**config.mk**
```make
export PLATFORM = sky130hd
export DESIGN_NAME = main_fsm
export DESIGN_NICKNAME = d
export VERILOG_FILES = /design/src/rtl/main_fsm.sv
export SDC_FILE = /design/constraint.sdc
export NUM_CORES = 1
export LEC_CHECK = 0
export ABC_CLOCK_PERIOD_IN_PS = 3800
export BUFFER_PORTS_ARGS = -buffer_cell sky130_fd_sc_hd__buf_2
export CORE_MARGIN = 8
export CORE_UTILIZATION = 46
export CTS_CLUSTER_SIZE = 28
export DETAILED_ROUTE_END_ITERATION = 16
export HOLD_SLACK_MARGIN = 0.15
export PLACE_DENSITY = 0.75
export SYNTH_ARGS = -nofsm -noshare
export SYNTH_HDL_FRONTEND = slang
export SYNTH_SLANG_ARGS = --single-unit
```
**constraint.sdc**
```tcl
create_clock -name i_clk -period 3.8 [get_ports i_clk]
set_input_delay 0.57 -clock i_clk [delete_from_list [all_inputs] [get_ports i_clk]]
set_output_delay 0.57 -clock i_clk [all_outputs]
set_load 0.03 [all_outputs]
```
**src/rtl/main_fsm.sv**
```systemverilog
// Multicycle control FSM for the RV64I core.
// Walks each instruction through fetch/decode/execute/memory/writeback and drives
// ALU class, datapath mux selects, write enables, the memory handshake and the trap pulse.
// Optional CSR support is compiled in when MAIN_FSM_CSR_EN is defined; without it the
// SYSTEM opcode traps and o_csr_write is tied low.
module main_fsm #(
  // State entered on reset, as the raw state encoding (0 = fetch); bench bring-up only.
  parameter logic [4:0] RESET_STATE = 5'd0
) (
  input  logic       i_clk,
  input  logic       i_arstn,
  input  logic [6:0] i_op,
  input  logic       i_illegal_instr,
  input  logic       i_mem_done,
  output logic [2:0] o_alu_op,
  output logic [1:0] o_alu_src_a,
  output logic [1:0] o_alu_src_b,
  output logic [1:0] o_result_src,
  output logic       o_addr_src,
  output logic       o_mem_req,
  output logic       o_mem_write,
  output logic       o_instr_write,
  output logic       o_pc_write,
  output logic       o_reg_write,
  output logic       o_csr_write,
  output logic       o_branch,
  output logic       o_trap
);

  localparam logic [6:0] OpLoad   = 7'b0000011;
  localparam logic [6:0] OpStore  = 7'b0100011;
  localparam logic [6:0] OpR      = 7'b0110011;
  localparam logic [6:0] OpI      = 7'b0010011;
  localparam logic [6:0] OpRW     = 7'b0111011;
  localparam logic [6:0] OpIW     = 7'b0011011;
  localparam logic [6:0] OpBranch = 7'b1100011;
  localparam logic [6:0] OpJal    = 7'b1101111;
  localparam logic [6:0] OpJalr   = 7'b1100111;
  localparam logic [6:0] OpLui    = 7'b0110111;
  localparam logic [6:0] OpAuipc  = 7'b0010111;
  localparam logic [6:0] OpSystem = 7'b1110011;

  typedef enum logic [4:0] {
    StFetch    = 5'd0,
    StDecode   = 5'd1,
    StMemAddr  = 5'd2,
    StMemRead  = 5'd3,
    StMemWb    = 5'd4,
    StMemWrite = 5'd5,
    StExecR    = 5'd6,
    StExecI    = 5'd7,
    StExecW    = 5'd8,
    StAluWb    = 5'd9,
    StBranch   = 5'd10,
    StJal      = 5'd11,
    StJalr     = 5'd12,
    StLui      = 5'd13,
    StAuipc    = 5'd14,
    StCsr      = 5'd15,
    StTrap     = 5'd16
  } state_t;

  state_t state_q, state_d;

  logic [2:0] alu_op;
  logic [1:0] alu_src_a;
  logic [1:0] alu_src_b;
  logic [1:0] result_src;
  logic       addr_src;
  logic       mem_req;
  logic       mem_write;
  logic       instr_write;
  logic       pc_write;
  logic       reg_write;
  logic       csr_write;
  logic       branch;
  logic       trap;

  // State register with asynchronous active-low reset.
  always_ff @(posedge i_clk or negedge i_arstn) begin
    if (!i_arstn) begin
      state_q <= state_t'(RESET_STATE);
    end else begin
      state_q <= state_d;
    end
  end

  // Next-state and output decode; outputs default to 0 and are blanked while in reset.
  always_comb begin
    state_d     = state_q;
    alu_op      = 3'b000;
    alu_src_a   = 2'b00;
    alu_src_b   = 2'b00;
    result_src  = 2'b00;
    addr_src    = 1'b0;
    mem_req     = 1'b0;
    mem_write   = 1'b0;
    instr_write = 1'b0;
    pc_write    = 1'b0;
    reg_write   = 1'b0;
    csr_write   = 1'b0;
    branch      = 1'b0;
    trap        = 1'b0;

    case (state_q)
      StFetch: begin
        mem_req   = 1'b1;
        alu_src_b = 2'b10;
        // PC+4 and IR capture happen on the completion cycle itself.
        instr_write = i_mem_done;
        pc_write    = i_mem_done;
        if (i_mem_done) state_d = StDecode;
      end
      StDecode: begin
        // Precompute the branch/jump target into the ALU-out register.
        alu_src_a = 2'b01;
        alu_src_b = 2'b01;
        case (i_op)
          OpLoad, OpStore: state_d = StMemAddr;
          OpR:             state_d = StExecR;
          OpI:             state_d = StExecI;
          OpRW, OpIW:      state_d = StExecW;
          OpBranch:        state_d = StBranch;
          OpJal:           state_d = StJal;
          OpJalr:          state_d = StJalr;
          OpLui:           state_d = StLui;
          OpAuipc:         state_d = StAuipc;
`ifdef MAIN_FSM_CSR_EN
          OpSystem:        state_d = StCsr;
`else
          OpSystem:        state_d = StTrap;
`endif
          default:         state_d = StTrap;
        endcase
      end
      StMemAddr: begin
        alu_src_a = 2'b10;
        alu_src_b = 2'b01;
        state_d   = (i_op == OpStore) ? StMemWrite : StMemRead;
      end
      StMemRead: begin
        mem_req  = 1'b1;
        addr_src = 1'b1;
        if (i_mem_done) state_d = StMemWb;
      end
      StMemWb: begin
        result_src = 2'b01;
        reg_write  = 1'b1;
        state_d    = StFetch;
      end
      StMemWrite: begin
        mem_req   = 1'b1;
        mem_write = 1'b1;
        addr_src  = 1'b1;
        if (i_mem_done) state_d = StFetch;
      end
      StExecR: begin
        alu_op    = 3'b010;
        alu_src_a = 2'b10;
        alu_src_b = 2'b00;
        state_d   = i_illegal_instr ? StTrap : StAluWb;
      end
      StExecI: begin
        alu_op    = 3'b010;
        alu_src_a = 2'b10;
        alu_src_b = 2'b01;
        state_d   = i_illegal_instr ? StTrap : StAluWb;
      end
      StExecW: begin
        alu_op    = 3'b011;
        alu_src_a = 2'b10;
        // Opcode bit 5 separates OP-32 (register) from OP-IMM-32 (immediate).
        alu_src_b = i_op[5] ? 2'b00 : 2'b01;
        state_d   = i_illegal_instr ? StTrap : StAluWb;
      end
      StAluWb: begin
        result_src = 2'b00;
        reg_write  = 1'b1;
        state_d    = StFetch;
      end
      StBranch: begin
        alu_op    = 3'b001;
        alu_src_a = 2'b10;
        alu_src_b = 2'b00;
        branch    = 1'b1;
        state_d   = StFetch;
      end
      StJal: begin
        // Link value old PC + 4 computed while the target loads into PC from ALU-out.
        alu_src_a = 2'b01;
        alu_src_b = 2'b10;
        pc_write  = 1'b1;
        state_d   = StAluWb;
      end
      StJalr: begin
        alu_src_a = 2'b10;
        alu_src_b = 2'b01;
        state_d   = StJal;
      end
      StLui: begin
        alu_src_b = 2'b01;
        state_d   = StAluWb;
      end
      StAuipc: begin
        alu_src_a = 2'b01;
        alu_src_b = 2'b01;
        state_d   = StAluWb;
      end
`ifdef MAIN_FSM_CSR_EN
      StCsr: begin
        alu_op     = 3'b100;
        result_src = 2'b11;
        if (i_illegal_instr) begin
          state_d = StTrap;
        end else begin
          reg_write = 1'b1;
          csr_write = 1'b1;
          state_d   = StFetch;
        end
      end
`endif
      StTrap: begin
        trap    = 1'b1;
        state_d = StFetch;
      end
      default: begin
        state_d = StFetch;
      end
    endcase

`ifndef MAIN_FSM_CSR_EN
    csr_write = 1'b0;
`endif

    // Fetch's Moore values must not be visible until reset is released.
    if (!i_arstn) begin
      alu_op      = 3'b000;
      alu_src_a   = 2'b00;
      alu_src_b   = 2'b00;
      result_src  = 2'b00;
      addr_src    = 1'b0;
      mem_req     = 1'b0;
      mem_write   = 1'b0;
      instr_write = 1'b0;
      pc_write    = 1'b0;
      reg_write   = 1'b0;
      csr_write   = 1'b0;
      branch      = 1'b0;
      trap        = 1'b0;
    end
  end

  assign o_alu_op      = alu_op;
  assign o_alu_src_a   = alu_src_a;
  assign o_alu_src_b   = alu_src_b;
  assign o_result_src  = result_src;
  assign o_addr_src    = addr_src;
  assign o_mem_req     = mem_req;
  assign o_mem_write   = mem_write;
  assign o_instr_write = instr_write;
  assign o_pc_write    = pc_write;
  assign o_reg_write   = reg_write;
  assign o_csr_write   = csr_write;
  assign o_branch      = branch;
  assign o_trap        = trap;

endmodule
```
==> results.sh <==
export IMPL_worstHoldPathType="in -> async"
export IMPL_ys_seq_area_share_pct=15.7
export IMPL_netlist_area_sq_um=798
export IMPL_regMostFlops="state_q"
export IMPL_r2r_start="state_q[3]"
export IMPL_fp_dieW_microns=57.7
export IMPL_critPathMaxFanout=18
export IMPL_finalCritPeriodShare_pct=65.1
export IMPL_grt_remaining_overflow=0
export IMPL_cellPowerDensity_nw_per_um2=489
export IMPL_vias=846
export IMPL_drt_pass1_iterations=4
export IMPL_ir_drop_v=0.000329
export IMPL_synth_area_per_cell_sq_um=6.94
export IMPL_slew_headroom_pct=62.3
export IMPL_clock_sinks=5
export IMPL_path_class="reg -> out"
export IMPL_ys_ff_latch=5
export IMPL_rows=15
export IMPL_reg2reg_to="state_q[2]"
export IMPL_grt_setup_unrepaired="false"
export IMPL_crit_arrival_ns=1.90
export IMPL_grt_total_usage_pct=12.7
export IMPL_synth_top_cell_area_share_pct=15.7
export IMPL_reg_largest_list="state_q: 5 flops"
export IMPL_synthTopCellsByArea="dfrtp_1 (16%), nand2b_1 (7.1%), and2_1 (5.5%)"
export IMPL_setup_viol=0
export IMPL_drive_above_1_share_pct=23.3
export IMPL_yosysMostFrequentCell="nand2_1"
export IMPL_routed_wl_microns=2120
export IMPL_cts_root_buf="clkbuf_4"
export IMPL_worst_slew_pin_slew_ns=0.566
export IMPL_dp_hpwl_microns=1660
export IMPL_cp_required_ns=3.23
export IMPL_grt_max_degree=21
export IMPL_synth_cells=115
export IMPL_wl_per_cell_microns=14.1
export IMPL_ys_types=43
export IMPL_core_sq_um=1670
export IMPL_r2r_cells=4
export IMPL_portBuffers=25
export IMPL_synth_ff_type="dfrtp_1"
export IMPL_fin_cells=150
export IMPL_postRouteAntennaNets=0
export IMPL_die_area_sq_um=3320
export IMPL_synth_top_cells_by_count="nand2_1 (11), nand2b_1 (9), nor2_1 (8)"
export IMPL_finalMaxSlewViolations=0
export IMPL_tns_ns=0
export IMPL_diodes=0
export IMPL_cts_inserted_buffers=3
export IMPL_setup_worst_path_start_class="flip-flop"
export IMPL_cts_htree_levels=1
export IMPL_placed_area_sq_um=875
export IMPL_p_total_mw=0.441
export IMPL_routed_via_density=5.64
export IMPL_fin_skew_ns=0.00680
export IMPL_dp_cells=146
export IMPL_reg2reg_slack_ns=2.13
export IMPL_critPathCaptureType="output port"
export IMPL_maxCapViolCount=0
export IMPL_p_leak_nw=0.414
export IMPL_initial_core_util_pct=47.8
export IMPL_fin_area_sq_um=901
export IMPL_fmax_mhz=404
export IMPL_grt_pass1_vias=810
export IMPL_clock_latency_ns=0.24
export IMPL_yosys_warnings=0
export IMPL_synth_edff_count=0
export IMPL_cts_tree="yes"
export IMPL_finalNetCount=145
export IMPL_largest_reg_flops=5
export IMPL_grt_pass1_wl_microns=3550
export IMPL_ctsResizeCount=0
export IMPL_area_delta_synth_final_pct=12.9
export IMPL_clk_path_buf_depth=2
export IMPL_drc=0
export IMPL_antenna_found_initial=0
export IMPL_pin_count=29
export IMPL_fp_dieH_microns=57.7
export IMPL_place_gp_congestion=0.889
export IMPL_post_cts_buffers=0
export IMPL_drtIter0Drc=24
export IMPL_yosysTopAreaCell="dfrtp_1"
export IMPL_async_flop_share_pct=100
export IMPL_status="finished, final reports clean"
export IMPL_finalHoldViolations=0
export IMPL_cts_hold_buf=0
export IMPL_min_period_ns=2.47
export IMPL_path_clk_slew_ns=0.05
layer usage:
metal	share of wire [%]	GRT usage (%)	routed length [microns]
met5	0	0	0
met4	0	2.10	0
met3	7.4	3.75	157
met1	44	15.6	924
met2	49	21.7	1030
layout by cell type, fill, tap and decap left out, drive strengths merged, types with 3 or more instances in the layout:
cell type,count
nor2,8
conb,3
buf,25
inv,3
nor2b,4
nand3,3
clkbuf,4
o211ai,3
nand2,11
nand3b,3
o21ai,4
a21oi,5
dfrtp,5
and2,7
nor3,5
nand2b,9
through the flow:
| stage | setup slack [ns] | util [%] | hold slack, ns |
|---|---|---|---|
| final | 1.33 | 53.9 | 0.154 |
| after global routing | 1.13 | 53.9 | 0.156 |
| after CTS | 1.32 | 53.9 | 0.152 |
| after detailed placement | 1.59 | 52.4 | 0.413 |
| after global placement | 1.60 | 52.4 | 0.409 |
| after floorplan | 1.38 | - | 0.274 |
area by class of cell:
class	instances	area (sq um)
well taps	17	21.3
multi-input cells	96	592
inverters	3	11.3
clock buffers	4	26.3
repair buffers	25	125
fillers	189	769
flip-flops and latches	5	125
worst max path at each step:
stage | startpoint | end
3_5_place_dp | state_q[1] | o_alu_src_b[0]
3_3_place_gp | state_q[1] | o_alu_src_b[0]
5_1_grt | state_q[1] | o_alu_src_b[0]
4_1_cts | state_q[1] | o_alu_src_b[0]
2_1_floorplan | state_q[4] | o_branch
6_report | state_q[1] | o_alu_src_b[0]
critical path, stage by stage, from the launching register on:
cell and delay, ns:
dfrtp_1 0.65, nor2b_1 0.17, or3_1 0.35, a21o_1 0.18, and3b_1 0.14, buf_2 0.17
logic make-up (layout without fill, tap and decap cells):
group | Yosys count | after routing | share of synthesized area [%]
compound gates | 28 | 28 | 24.1
xor+xnor | 3 | 3 | 3.29
buf+inv | 16 | 32 | 11.1
flops | 5 | 5 | 15.7
other cells | 1 | 3 | 0.470
simple gates | 62 | 62 | 45.3
where the power goes:
group | switching (mW) | internal (mW)
sequential | 0.0500 | 0.0664
combinational | 0.164 | 0.0994
clock | 0.0211 | 0.0397
No activity file was read; power rests on OpenSTA's default activity.
